--- config.mk ---
export PLATFORM = sky130hd
export DESIGN_NAME = mul4_scheduler_flat
export DESIGN_NICKNAME = d
export VERILOG_FILES = /design/src/rtl/mul4_scheduler_pkg.sv /design/src/rtl/mul4_scheduler_if.sv /design/src/rtl/mul4_shift_add_core.sv /design/src/rtl/mul4_scheduler.sv /design/src/flat_wrapper.sv
export SDC_FILE = /design/constraint.sdc
export NUM_CORES = 1
export LEC_CHECK = 0
export CORE_MARGIN = 4
export CORE_UTILIZATION = 50
export DETAILED_ROUTE_END_ITERATION = 8
export GPL_TIMING_DRIVEN = 0
export PLACE_DENSITY = 0.85
export SKIP_LAST_GASP = 1
export SLEW_MARGIN = 20
export SYNTH_ARGS = -nofsm -noshare
export SYNTH_HDL_FRONTEND = slang
export SYNTH_SLANG_ARGS = --single-unit
--- constraint.sdc ---
create_clock -name clk -period 2.9 [get_ports clk]
set_input_delay 0.58 -clock clk [delete_from_list [all_inputs] [get_ports clk]]
set_output_delay 0.58 -clock clk [all_outputs]
set_load 0.05 [all_outputs]
--- src/rtl/mul4_scheduler_pkg.sv ---
// Shared types and constants for the two-requester shift-add multiplier scheduler.
package mul4_sched_pkg;

    localparam int BITS_DEFAULT = 4;

    typedef enum logic [1:0] {
        IDLE = 2'd0,
        RUN  = 2'd1,
        DONE = 2'd2
    } state_t;

    typedef logic req_id_t;

endpackage

--- src/rtl/mul4_scheduler_if.sv ---
// Request/response bundle between two requesters, one consumer and the multiplier scheduler.
interface mul4_scheduler_if import mul4_sched_pkg::*; #(
    parameter int BITS = BITS_DEFAULT
);
    logic              req0_valid;
    logic [BITS-1:0]   req0_a;
    logic [BITS-1:0]   req0_b;
    logic              req0_ready;
    logic              req1_valid;
    logic [BITS-1:0]   req1_a;
    logic [BITS-1:0]   req1_b;
    logic              req1_ready;
    logic              rsp_valid;
    req_id_t           rsp_id;
    logic [2*BITS-1:0] rsp_p;
    logic              rsp_ready;
    logic              busy;

    modport master (
        output req0_valid, req0_a, req0_b, req1_valid, req1_a, req1_b, rsp_ready,
        input  req0_ready, req1_ready, rsp_valid, rsp_id, rsp_p, busy
    );

    modport slave (
        input  req0_valid, req0_a, req0_b, req1_valid, req1_a, req1_b, rsp_ready,
        output req0_ready, req1_ready, rsp_valid, rsp_id, rsp_p, busy
    );

endinterface

--- src/rtl/mul4_shift_add_core.sv ---
// Shift-add datapath: one multiplier bit per step, product held in the accumulator.
// Latency: BITS steps after start; no backpressure, the controller gates step.
module mul4_shift_add_core import mul4_sched_pkg::*; #(
    parameter int BITS = BITS_DEFAULT
) (
    input  logic              clk,
    input  logic              rst,
    input  logic              i_start,
    input  logic [BITS-1:0]   i_a,
    input  logic [BITS-1:0]   i_b,
    input  logic              i_step,
    output logic              o_last,
    output logic [2*BITS-1:0] o_p
);
    localparam int             CW       = (BITS > 1) ? $clog2(BITS) : 1;
    localparam logic [CW-1:0]  LAST_CNT = CW'(BITS - 1);

    logic [BITS-1:0]   r_a;
    logic [BITS-1:0]   r_b;
    logic [2*BITS-1:0] r_acc;
    logic [CW-1:0]     r_cnt;
    logic [2*BITS-1:0] w_partial;

    always_comb begin
        w_partial = '0;
        if (r_b[r_cnt]) begin
            w_partial = {{BITS{1'b0}}, r_a} << r_cnt;
        end
    end

    always_ff @(posedge clk or posedge rst) begin
        if (rst) begin
            r_a   <= '0;
            r_b   <= '0;
            r_acc <= '0;
            r_cnt <= '0;
        end else if (i_start) begin
            r_a   <= i_a;
            r_b   <= i_b;
            r_acc <= '0;
            r_cnt <= '0;
        end else if (i_step) begin
            r_acc <= r_acc + w_partial;
            r_cnt <= r_cnt + CW'(1);
        end
    end

    assign o_last = (r_cnt == LAST_CNT);
    assign o_p    = r_acc;

endmodule

--- src/rtl/mul4_scheduler.sv ---
// Round-robin arbiter + IDLE/RUN/DONE FSM around a shift-add multiplier (MUL4_SCHED_FAST_ZERO_EN: zero operands skip RUN).
// Latency: rsp_valid rises BITS edges after accept (1 edge for zero operands with fast-zero).
// Backpressure: DONE holds product and id until rsp_ready; requesters see ready low outside IDLE.
module mul4_scheduler import mul4_sched_pkg::*; #(
    parameter int BITS = BITS_DEFAULT
) (
    input  logic              clk,
    input  logic              rst,
    mul4_scheduler_if.slave   bus
);
    state_t            r_state;
    logic              r_last_grant;
    req_id_t           r_id;

    logic              w_gnt0;
    logic              w_gnt1;
    logic              w_accept;
    logic [BITS-1:0]   w_a;
    logic [BITS-1:0]   w_b;
    logic              w_step;
    logic              w_last;
    logic [2*BITS-1:0] w_prod;
`ifdef MUL4_SCHED_FAST_ZERO_EN
    logic              w_zero;
`endif

    // Contention goes to whichever requester did not win last time.
    always_comb begin
        w_gnt0   = bus.req0_valid && (!bus.req1_valid || r_last_grant);
        w_gnt1   = bus.req1_valid && (!bus.req0_valid || !r_last_grant);
        w_accept = (r_state == IDLE) && (w_gnt0 || w_gnt1);
        w_a      = w_gnt1 ? bus.req1_a : bus.req0_a;
        w_b      = w_gnt1 ? bus.req1_b : bus.req0_b;
        w_step   = (r_state == RUN);
    end

`ifdef MUL4_SCHED_FAST_ZERO_EN
    assign w_zero = (w_a == '0) || (w_b == '0);
`endif

    mul4_shift_add_core #(.BITS(BITS)) u_core (
        .clk     (clk),
        .rst     (rst),
        .i_start (w_accept),
        .i_a     (w_a),
        .i_b     (w_b),
        .i_step  (w_step),
        .o_last  (w_last),
        .o_p     (w_prod)
    );

    always_ff @(posedge clk or posedge rst) begin
        if (rst) begin
            r_state      <= IDLE;
            r_last_grant <= 1'b1;
            r_id         <= 1'b0;
        end else begin
            case (r_state)
                IDLE: begin
                    if (w_accept) begin
                        r_id         <= w_gnt1;
                        r_last_grant <= w_gnt1;
`ifdef MUL4_SCHED_FAST_ZERO_EN
                        r_state      <= w_zero ? DONE : RUN;
`else
                        r_state      <= RUN;
`endif
                    end
                end
                RUN: begin
                    if (w_last) begin
                        r_state <= DONE;
                    end
                end
                DONE: begin
                    if (bus.rsp_ready) begin
                        r_state <= IDLE;
                    end
                end
                default: r_state <= IDLE;
            endcase
        end
    end

    assign bus.req0_ready = !rst && (r_state == IDLE) && w_gnt0;
    assign bus.req1_ready = !rst && (r_state == IDLE) && w_gnt1;
    assign bus.rsp_valid  = (r_state == DONE);
    assign bus.rsp_p      = (r_state == DONE) ? w_prod : '0;
    assign bus.rsp_id     = (r_state == DONE) ? r_id : 1'b0;
    assign bus.busy       = (r_state != IDLE);

endmodule

--- src/flat_wrapper.sv ---
// flat-port wrapper written by rule: the top's interface ports become plain ports
module mul4_scheduler_flat import mul4_sched_pkg::*;
#(
    parameter int BITS = BITS_DEFAULT
)
  (clk, rst, bus_req0_valid, bus_req0_a, bus_req0_b, bus_req1_valid, bus_req1_a, bus_req1_b, bus_rsp_ready, bus_req0_ready, bus_req1_ready, bus_rsp_valid, bus_rsp_id, bus_rsp_p, bus_busy);
  mul4_scheduler_if #(.BITS(BITS)) bus_i ();
  input  logic clk;
  input  logic rst;
  input wire logic [$bits(bus_i.req0_valid)-1:0] bus_req0_valid;
  input wire logic [$bits(bus_i.req0_a)-1:0] bus_req0_a;
  input wire logic [$bits(bus_i.req0_b)-1:0] bus_req0_b;
  input wire logic [$bits(bus_i.req1_valid)-1:0] bus_req1_valid;
  input wire logic [$bits(bus_i.req1_a)-1:0] bus_req1_a;
  input wire logic [$bits(bus_i.req1_b)-1:0] bus_req1_b;
  input wire logic [$bits(bus_i.rsp_ready)-1:0] bus_rsp_ready;
  output wire logic [$bits(bus_i.req0_ready)-1:0] bus_req0_ready;
  output wire logic [$bits(bus_i.req1_ready)-1:0] bus_req1_ready;
  output wire logic [$bits(bus_i.rsp_valid)-1:0] bus_rsp_valid;
  output wire logic [$bits(bus_i.rsp_id)-1:0] bus_rsp_id;
  output wire logic [$bits(bus_i.rsp_p)-1:0] bus_rsp_p;
  output wire logic [$bits(bus_i.busy)-1:0] bus_busy;
  assign bus_i.req0_valid = bus_req0_valid;
  assign bus_i.req0_a = bus_req0_a;
  assign bus_i.req0_b = bus_req0_b;
  assign bus_i.req1_valid = bus_req1_valid;
  assign bus_i.req1_a = bus_req1_a;
  assign bus_i.req1_b = bus_req1_b;
  assign bus_i.rsp_ready = bus_rsp_ready;
  assign bus_req0_ready = bus_i.req0_ready;
  assign bus_req1_ready = bus_i.req1_ready;
  assign bus_rsp_valid = bus_i.rsp_valid;
  assign bus_rsp_id = bus_i.rsp_id;
  assign bus_rsp_p = bus_i.rsp_p;
  assign bus_busy = bus_i.busy;
  mul4_scheduler #(.BITS(BITS)) u_core (.clk(clk), .rst(rst), .bus(bus_i));
endmodule
# --- Word-level counts from Yosys, hierarchy flattened ---
# Index checks and enable logic that the tools add are counted.
word_totals:
  reg_bits: 22
  latchBits: 0
  ram_bits: 0
  romBits: 0
  input_bits: 21
  out_inout_bits: 13
  wordCells: 50
  n_memories: 0
op_classes:
  addsub: 2
  mul: 0
  div_mod_pow: 0
  n_lt_le_gt_ge: 1
  n_eq_ne: 6
  shifts: 1
  n_mux: 15
  bitwise: 0
  reduce_logical: 18
op_table:
  columns: ["cell", "n"]
  rows:
  - ["2-to-1 mux 8 bit", 4]
  - ["2-to-1 mux 2 bit", 5]
  - ["adder 8 bit", 1]
  - ["2-to-1 mux 4 bit", 2]
  - ["<< shifter 4 x 2 -> 8 bit", 1]
  - ["logical AND 1 bit", 6]
  - ["case mux 2 bit (3 select lines)", 1]
  - ["equality test 2 bit, second input constant", 2]
  - ["logical NOT 1 bit", 4]
  - ["!= test 2 bit, second input constant", 2]
  - ["nonzero test 2 bit", 2]
  - ["logical OR 1 bit", 3]
  - ["less-than comparator 2 x 3 -> 1 bit, second input constant", 1]
  - ["AND reduction 3 bit", 1]
  - ["adder 2 x 1 -> 2 bit, second input constant", 1]
  - ["binary-select mux 1 bit (select 2 bit)", 1]
  - ["equality test 2 x 1 -> 1 bit, second input constant", 1]
  - ["logical NOT 2 bit", 1]
  - ["2-to-1 mux 1 bit", 2]
  - ["!= test 2 x 1 -> 1 bit, second input constant", 1]
  - ["AND reduction 2 bit", 1]

# --- Logic depth before layout (Yosys ltp) ---
# Gate-level depths: netlist (run 1).
logic_depth:
  ltp_word: 7
  ltp_mapped: 10
  mapped_depth_nobuf: 9

# --- Modules after synthesis ---
# A second synthesis (run 1) with hierarchy kept.
unflattened:
  cells_unflattened: 151
  area_unflattened_um2: 1530.2
by_module_without_submodules:
  columns: ["module", "instances", "cells_per_inst", "area_per_inst_um2", "seq_area_each_um2"]
  rows:
  - ["mul4_shift_add_core", 1, 110, 1153.6, 450.4]
  - ["mul4_scheduler", 1, 41, 376.6, 101.3]

# --- Worst setup path before layout (run 1) ---
# No wires, ideal clock.
synth_path:
  kind: "reg-to-output"
  startpoint: "register u_core.r_state[0]"
  endpoint: "output port bus_req0_ready"
  arrival_ns: 2.008
  required_time_ns: 2.320
  path_slack_ns: 0.312
  stages_incl_launch_ff: 4
  path_buffers: 0
  path_cell_list: "dfrtp_1 -> nor2_2 -> inv_1 -> nor3_1"
synth_via:
  elab_chain_len: 3
synth_lines:
  columns: ["item", "line", "rtl"]
  rows:
  - ["start: declaration", "mul4_scheduler.sv:11", "state_t r_state;"]
  - ["start signal: assignment", "mul4_scheduler.sv:54", "r_state <= IDLE;"]
  - ["start signal: assignment", "mul4_scheduler.sv:66", "r_state <= RUN;"]
  - ["start signal: assignment", "mul4_scheduler.sv:72", "r_state <= DONE;"]
  - ["logical NOT 2 bit", "mul4_scheduler.sv:85", "assign bus.req0_ready = !rst && (r_state == IDLE) && w_gnt0;"]
  - ["logical AND 1 bit (2 in series)", "mul4_scheduler.sv:85", null]
  - ["end: declaration", "flat_wrapper.sv:17", "output wire logic [$bits(bus_i.req0_ready)-1:0] bus_req0_ready;"]
# Every way passes these cells.

# --- Final worst setup path (run 1) ---
layout_path:
  startpoint: "register u_core.r_state[0]"
  endpoint: "output port bus_rsp_valid"
layout_via:
  elab_chain_len: 1
layout_lines:
  columns: ["item", "line", "rtl"]
  rows:
  - ["equality test 2 bit", "mul4_scheduler.sv:87", "assign bus.rsp_valid = (r_state == DONE);"]
  - ["end: declaration", "flat_wrapper.sv:19", "output wire logic [$bits(bus_i.rsp_valid)-1:0] bus_rsp_valid;"]
# Every way passes these cells.

==> run metrics, run 1 <==
run status=completed; multiplexer share of the synthesized area=8.984%; CP Launch Type=flip-flop; clock skew=about 0.011 ns; Pwr per Cell Area=between 900 and 1000 nW/um^2; ANT nets after route=0; starting density of the core=53.12%; Vias=1302; top cell type by total area after synthesis=dfrtp_1; Critical Path Start=u_core.r_state[0]; Static Leak=1.050 nW; CTS tree=done; post-CTS setup buffers=0; first-pass GRT wire length=around 6000 um; clk_lat worst skew=approximately 0.33 ns; placed instance count=222; worst slack at placement=-0.4484 ns; Final Hold Fails=0; Yosys reg bits=22; RSZ-0062 raised after global routing=no; adder-cell share of the synthesized area=8.060%; post-synthesis compound-gate area fraction=19.48%; Die Area=approximately 3900 um^2; area grow syn2layout=30.23%; Final HPWL DP=2717 um; number of global-route vias before repair=1323; synthesized instance count=~160; largest family of logic cells by synthesized area=simple AND/OR/NAND/NOR gates; asr flop ratio synth=100.0%; placed cell areas=1859 um^2; Max Transition Viols Final=0; synth unique cells=43; Clock Sinks=22; post-synth top area share=35.26%; final instance area=1941 um^2; clock buffer depth=2; die width=between 60 and 70 um; core region area=2805 um^2; Port Buf Inserts=33; Syn Nets=around 190; ANT cells=0; HP Class=flip-flop to flip-flop; WL/cell=15.72 um; WS Path Type=flip-flop to output pin; max-cap viol count=0; root buffer cell=clkbuf_4; Hold Slack=0.5246 ns; fraction of layout cells with a size suffix above 1=8.673%; VDD IR-drop max=0.3799 mV; initial drt markers=39; routability congestion estimate from global placement=0.8607; Synth Flop Type=dfrtp_1; GRT Total Usage=between 10% and 20%; Crit. End Element=output pin; DRT Pass-1 Iters=4; Post-Syn Area=1490 um^2; Slew @ Worst Pin=0.5399 ns; H-tree levels=1; initial antenna violation count=0; clock-pin slew on the worst setup and hold paths=~0.14 ns; largest net degree at the start of global routing=14; synthesized area per cell=9.432 um^2; top post-synthesis cells by area=dfrtp_1 (35%), ha_1 (6.7%), mux2i_1 (6.7%); vias per cell=approximately 5.7; DRC=0; sequential area share after synthesis=37.03%; GRT Residual Overflow=0; Crit Reg-Reg Startpoint=u_core.u_core.r_cnt[1]; Site Rows=19; Final setup viols=0; XOR/XNOR Fraction of Synth Area=1.763%; reg-to-reg slack, setup=roughly 0.36 ns; Layout Nets=227; R2R cell count=10; period utilization=a little over nine tenths; Post-synth EDFFs=0; chip height=62.59 um; critical path peak fanout=10; min cycle time layout=about 2.8 ns; CP Data Required Time=2.32 ns; CP endpoint=bus_rsp_valid; I/O pins=34; Setup Total Neg Slack=0 ns; drt total wl=roughly 3600 um; non-filler cells, final=227; yosys warns=0; CTS Buf Count=3; CP arrival=2.20 ns; FMAX=359.2 MHz; simple-gate area share of the yosys netlist=20.15%; slew margin rel.=63.81%; r2r endpoint=u_core.u_core.o_p[7]; Hold Buf Count CTS=0; Final WS setup=about 0.12 ns
-- Yosys cell counts (all sizes together) (3+ instances only) --
| cell | count |
|---|---|
| nand2 | 19 |
| inv | 5 |
| ha | 8 |
| and2 | 12 |
| dfrtp | 21 |
| a22o | 4 |
| a21oi | 7 |
| nand3 | 3 |
| a211oi | 3 |
| nand3b | 3 |
| buf | 5 |
| nor2 | 4 |
| o21ai | 20 |
| clkbuf | 3 |
| mux2i | 10 |
-- layer usage --
| layer | up-vias | GRT usage [%] | wire (um) |
|---|---|---|---|
| li1 | 645 | - | - |
| met2 | 36 | 32.62 | 1789 |
| met1 | 612 | 22.16 | 1523 |
| met5 | - | 0 | 0 |
| met3 | 9 | 3.237 | 160 |
| met4 | 0 | 6.887 | 94 |
-- what timing repair did --
| item | in CTS | in global routing |
|---|---|---|
| cloned | 1 | 0 |
| setup endpoints to repair | 1 | 11 |
| endpoints found under the hold margin | 0 | 0 |
| gates resized for setup | 2 | 12 |
-- sequential cells by signal, summed over array words and instances (netlist names) --
signal,cells
u_core.u_core.o_p,8
u_core.r_last_grant,1
u_core.u_core.r_a,4
u_core.r_state,2
u_core.u_core.r_cnt,2
u_core.r_id,1
u_core.u_core.r_b,4
-- where the power goes --
part | switching [mW] | total, mW | internal, mW
combinational | 0.544 | 0.975 | 0.431
clock | 0.105 | 0.245 | 0.140
sequential | 0.131 | 0.582 | 0.451
total | 0.780 | 1.80 | 1.02
-- worst min path at each step --
| stage | from | to | slack (ns) | cells past startpoint |
|---|---|---|---|---|
| floorplan | u_core.r_id | u_core.r_id | 0.46 | 1 |
| global placement | u_core.r_id | u_core.r_id | 0.48 | 1 |
| detailed placement | u_core.r_id | u_core.r_id | 0.49 | 1 |
| CTS | u_core.r_id | u_core.r_id | 0.52 | 1 |
| global route | u_core.u_core.o_p[4] | u_core.u_core.o_p[4] | 0.56 | 2 |
| finish | u_core.r_id | u_core.r_id | 0.52 | 1 |
-- logic make-up after synthesis --
logic type	after synthesis
and+or+nand+nor	55
AOI/OAI and AO/OA	44
DFF	22
buffers and inverters	13
muxes	12
adders and majority gates	9
xor gates and xnor gates	3
-- placed cells by master (no fill, tap or decap), types with 2 or more instances in the layout --
| master | instances |
|---|---|
| clkbuf_4 | 3 |
| and2_1 | 12 |
| nand3b_1 | 3 |
| buf_6 | 2 |
| mux2i_1 | 10 |
| clkbuf_1 | 3 |
| a211oi_1 | 3 |
| inv_1 | 4 |
| and2b_1 | 2 |
| ha_1 | 8 |
| dfrtp_1 | 21 |
| o21ai_0 | 11 |
| xnor2_1 | 2 |
| buf_2 | 3 |
| o21ai_1 | 9 |
| a22o_1 | 4 |
| dlymetal6s2s_1 | 10 |
| nor3_1 | 2 |
| nand3_1 | 3 |
| nor2_1 | 3 |
| clkdlybuf4s50_1 | 22 |
| a21oi_1 | 7 |
| a21o_1 | 2 |
| nand2_1 | 19 |
| nor3b_1 | 2 |
| nand2b_1 | 2 |
-- layout make-up --
| class | count | area [um^2] |
|---|---|---|
| multi-input cells | 123 | 870.8 |
| fillers | 223 | 864.6 |
| flip-flops and latches | 22 | 551.8 |
| repair buffers | 33 | 350.3 |
| plain buffers | 8 | 48.80 |
| well taps | 31 | 38.79 |
| clock inverters | 1 | 30.03 |
| clock buffers | 3 | 22.52 |
| inverters | 5 | 22.52 |
| repair inverters | 1 | 5.005 |
-- stage by stage --
stage | total power, mW | utilization (%)
finish | 1.802 | 69.18
detailed placement | 1.550 | 66.28
global route | 1.935 | 69.18
global placement | 1.478 | 66.28
CTS | 1.799 | 68.42
floorplan | 1.295 | -
-- worst max-delay path, cell delays in order (launching register included) --
cell             delay, ns
dfrtp_1               0.47
and2b_1               0.23
clkbuf_1              0.30
clkdlybuf4s50_1       0.87
Power figures use the tool's default switching activity.
==> run 2, diff against run 1 <==
MAX_ROUTING_LAYER = met4   (was default)
RECOVER_POWER = 100   (was default)
==> run 2 against run 1 <==
  * Worst hold slack better by 0.00098 ns
  * Combinational power down 3.7%
  * Final area down 5.0%
  * Count of clock-buffer cells in the layout unchanged
  * Setup slack worse by 0.010 ns
  * Largest cell class unchanged
==> run metrics, run 2 (synthesized netlist as in run 1, its figures left out) <==
run status=completed; CP Launch Type=flip-flop; period utilization=96.37% (+0.36 points); Final Hold Fails=0 (unchanged); CP arrival=2.21 ns (about the same); initial antenna violation count=0 (unchanged); Pwr per Cell Area=957.0 nW/um^2 (+3.1%); VDD IR-drop max=0.3848 mV (+1.3%); number of global-route vias before repair=1323 (unchanged); Slowest-stage cell, CP=clkdlybuf4s50_1; clock power share=13.8% (+0.2 points); Final WS setup=0.1054 ns (-0.01046 ns); Crit. End Element=output pin; Final HPWL DP=2717 um (unchanged); max FFs per register=8 (unchanged); non-filler cells, final=227 (unchanged); Tot Pwr=1.765 mW (-2.1%); routability congestion estimate from global placement=0.8745 (+1.6%); GRT Total Usage=18.95% (+0.52 points); hold path depth=1 (unchanged); placed cell areas=1859 um^2 (unchanged); Slew @ Worst Pin=0.6032 ns (+0.06322 ns); R2R cell count=10 (unchanged); RSZ-0062 raised after global routing=no; HP Class=flip-flop to flip-flop; Power Internal=0.9920 mW (-2.9%); CTS tree=done; root buffer cell=clkbuf_4; WP buf/inv=2 (unchanged); Die Area=3918 um^2 (unchanged); clock-pin slew on the worst setup and hold paths=0.14 ns (about the same); most frequent cells in the layout=dfrtp_1 (21), nand2_1 (19), o21ai_0 (19), clkdlybuf4s50_1 (19), clkbuf_1 (15); min cycle time layout=2.795 ns (+0.01046 ns); clock buffer depth=2 (unchanged); DRT Pass-1 Iters=4 (unchanged); Worst path top cell family by delay=buffers and inverters; I/O pins=34 (unchanged); placed instance count=222 (unchanged); critical path peak fanout=10 (unchanged); initial drt markers=31 (-21%); post-CTS setup buffers=0 (unchanged); H-tree levels=1 (unchanged); Gate power share=53.2% (-0.9 points); starting density of the core=53.12% (unchanged); CTS Buf Count=3 (unchanged); clock skew=0.01254 ns (+0.001096 ns); ANT nets after route=0 (unchanged); clk_lat worst skew=0.33 ns (about the same); Sw Ratio=43.79% (+0.48 points); die width=62.59 um (unchanged); core region area=2805 um^2 (unchanged); area grow syn2layout=23.76%; Site Rows=19 (unchanged); largest net degree at the start of global routing=14 (unchanged); Critical Path Stages=3 (unchanged); WL/cell=15.73 um (about the same); vias per cell=5.705 (-0.54%); Crit path largest cell delay=0.88 ns (about the same); FMAX=357.8 MHz (-0.37%); cells traversed along the worst timing path=and2b_1 > clkbuf_1 > clkdlybuf4s50_1; GRT Residual Overflow=0 (unchanged); first-pass GRT wire length=5892 um (unchanged); fraction of layout cells with a size suffix above 1=7.653% (-1.0 points); Clock Sinks=22 (unchanged); Layout Nets=227 (unchanged); chip height=62.59 um (unchanged); slew margin rel.=59.96% (-3.8 points); Vias=1295 (-0.54%); Static Leak=0.8328 nW (-21%); final instance area=1844 um^2 (-5.0%); DRC=0 (unchanged); WS Path Type=flip-flop to output pin; Max Transition Viols Final=0 (unchanged); max-cap viol count=0 (unchanged); Port Buf Inserts=33 (unchanged); Final setup viols=0 (unchanged); worst slack at placement=-0.4484 ns (unchanged); drt total wl=3571 um (about the same); ANT cells=0 (unchanged); sequential share of power=33.0% (+0.7 points); most common cell after layout, fill and taps aside=dfrtp_1; Hold Slack=0.5256 ns (+0.0009760 ns); Net Sw Power=0.7729 mW (-0.96%); CP Data Required Time=2.32 ns (about the same)
[run 2: cell types whose count changed in the layout (fill, tap and decap cells not counted), sizes merged]
cell / change
clkdlybuf4s50: -3
dlymetal6s2s: -10
clkbuf: +12
dlygate4sd3: +3
buf: -2
[run 2: power by group through the flow]
stage | Combinational, mW | Clock [mW] | Sequential, mW
2_1_floorplan | 0.749 | 0 | 0.546
3_3_place_gp | 0.905 | 0 | 0.573
3_5_place_dp | 0.964 | 0 | 0.587
4_1_cts | 0.972 | 0.248 | 0.580
5_1_grt | 1.04 | 0.260 | 0.603
6_report | 0.939 | 0.244 | 0.582
[run 2: path summary, 6_finish.rpt]
kind	from	end	slack, ns
setup / recovery	u_core.r_state[0]	bus_rsp_valid	0.11
hold / removal	u_core.r_id	u_core.r_id	0.53
setup reg to reg	u_core.u_core.r_cnt[1]	u_core.u_core.o_p[7]	0.20
hold reg to reg	u_core.r_id	u_core.r_id	0.53
max in group asynchronous	rst	u_core.r_last_grant	1.75
min in group asynchronous	rst	u_core.u_core.o_p[7]	0.74
[run 2: repair_timing]
action | CTS | global route
setup endpoints to repair | 1 | 11
cloned | 1 | 0
gates resized for setup | 2 | 12
hold buffers | 0 | 0
pin swaps | 0 | 0
[run 2: worst reg2reg max path, cell delays in order (launching register included)]
cell	delay [ns]
dfrtp_1	0.38
clkbuf_1	0.34
mux2_2	0.40
nand2_1	0.08
o21ai_0	0.10
and2_1	0.19
ha_1	0.33
o211ai_1	0.10
o21a_1	0.24
a221oi_4	0.27
mux2i_1	0.21
[run 2: cell type report]
type | instances | area [um^2]
Buffer | 8 | 40.04
Clock inverter | 1 | 30.03
Timing Repair Buffer | 33 | 262.8
Multi-Input combinational cell | 123 | 870.8
Timing Repair inverter | 1 | 5.005
Inverter | 5 | 22.52
Sequential cell | 22 | 551.8
Tap cell | 31 | 38.79
Fill cell | 240 | 960.9
Clock buffer | 3 | 22.52
[run 2: routing by layer]
layer,global-route usage [%],routed length [um],vias up,part of all wire (%)
met5,-,0,-,0
met1,22.50,1574,606,44
met4,6.887,94,0,2.6
li1,-,-,644,-
met3,2.698,133,9,3.7
met2,32.62,1768,36,50
[run 2: per-stage QoR]
step           util, %  setup TNS [ns]
3_3_place_gp     66.28         -0.4213
6_report         65.74               0
4_1_cts          68.42               0
3_5_place_dp     66.28         -0.4484
2_1_floorplan        -               0
5_1_grt          65.74               0
==> run 3, diff against run 2 <==
CTS_CLUSTER_SIZE = 12   (was default)
==> results of run 3 <==
No change in the layout: final DEF, timing and power equal those of run 2.
==> RTL change (config.mk and constraints of run 2) <==
The package constant `BITS_DEFAULT` goes from 4 to 2.
--- a/src/rtl/mul4_scheduler_pkg.sv
+++ b/src/rtl/mul4_scheduler_pkg.sv
@@ -3,3 +3,3 @@
 
-    localparam int BITS_DEFAULT = 4;
+    localparam int BITS_DEFAULT = 2;
 
Interface: changed (5 resized); port bits go from 34 to 22. The function was not compared with the original's and may differ.
==> RTL change against run 2 <==
  * Largest cell class unchanged
  * Cell count is 50% lower
  * Global-route usage is 1.5 points lower
  * Sequential cell count is 9 lower
  * Area after synthesis is 48% lower
  * Design area is 45% lower
  * Critical endpoint is now bus_req0_ready
  * Routed wire length is 59% lower
  * Power is 50% lower
  * Worst setup slack better by 0.0033 ns
  * Critical path type is now primary input to primary output
  * Maximum frequency is 0.12% higher
  * Synthesized cell count is 53% lower
==> RTL change: results (changes against run 2) <==
* Clock latency on the worst-skew pair at 0.28 ns (-0.05 ns)
* GR Util All Layers at 17.45% (-1.5 points)
* Met3 usage at 6.391% (+3.7 points)
* Sequential fraction of the synthesis area at 41.83% (+4.8 points)
* Post-synth top cells: 12 x dfrtp_1, 9 x inv_1, 8 x mux2_4
* Non-Filler Instances at 114 (-50%)
* Met3 WL at 104 um (-22%)
* Reg-to-reg startpoint: u_core.r_state[1]
* Max-slew headroom at 62.38% (+2.4 points)
* RR Endpoint: u_core.u_core.r_a[0]
* Vias in the first global route at 613 (-54%)
* Crit Path Max Fanout at 5 (-5)
* Via count at 627 (-52%)
* Run status: completed
* Nets@finish at 117 (-48%)
* Reg2reg path depth at 4 (-6)
* Reg clk slew, reported paths at 0.08 ns (-0.06 ns)
* Met2 routed WL at 711 um (-60%)
* GR met2 Demand/Resource at 28.34% (-4.3 points)
* Number of flip-flops under the largest register name at 4 (-4)
* Reg2reg setup slack at 1.14 ns (+0.94 ns)
* Syn_nets at 91 (-52%)
* Met1 Use GR at 18.22% (-4.3 points)
* Initial DRC count at 14 (-55%)
* Post-Route M1 WL at 623 um (-60%)
* PortBufs at 21 (-36%)
* Fillers at 114 (-53%)
==> RTL change: how the worst max path moves through the flow <==
stage               slack [ns]        endpoint               from
floorplan                 0.29  bus_req0_ready  u_core.r_state[1]
global placement         -0.04  bus_req1_ready     bus_req1_valid
detailed placement       -0.06  bus_req1_ready     bus_req1_valid
CTS                       0.11  bus_req0_ready     bus_req0_valid
global route              0.05  bus_req0_ready     bus_req0_valid
finish                    0.11  bus_req0_ready     bus_req0_valid
==> RTL change: repair_timing <==
action	4_1_cts	5_1_grt
endpoints found under the hold margin	0	0
setup endpoints to repair	1	0
resized for setup	1	0
setup buffers	0	0
hold buffers	0	0
==> RTL change: final cells by class <==
type / instances / share of cell area (%)
multi-input combinational: 51 / 38.56
sequential: 13 / 32.46
timing repair buffer: 21 / 20.77
inverter: 9 / 3.358
clock buffer: 4 / 2.612
tap: 15 / 1.866
buffer: 1 / 0.3731
==> RTL change: per-stage QoR <==
step / hold WS (ns) / area [sq um]
after floorplan: 0.4338 / 780.7
after global placement: 0.4601 / 1010
after detailed placement: 0.4637 / 1010
after CTS: 0.4749 / 1035
after global routing: 0.5135 / 1006
final: 0.4733 / 1006
==> RTL change: logic make-up (layout without fill, tap and decap cells) <==
logic type	count (synthesis)	in the layout	synth area share (%)
adder cells (fa/ha/maj)	4	4	7.372
AO/OA/AOI/OAI	16	16	13.94
buffers and inverters	10	35	4.807
multiplexers	9	9	16.67
AND/OR/NAND/NOR	21	21	14.26
flip-flops	13	13	41.83
XOR/XNOR	1	1	1.122
==> RTL change: power breakdown <==
group          internal (mW)  switching, mW  leakage [nW]
logic                  0.184          0.263         0.300
registers              0.267         0.0598         0.160
clock network         0.0534         0.0619        0.0150
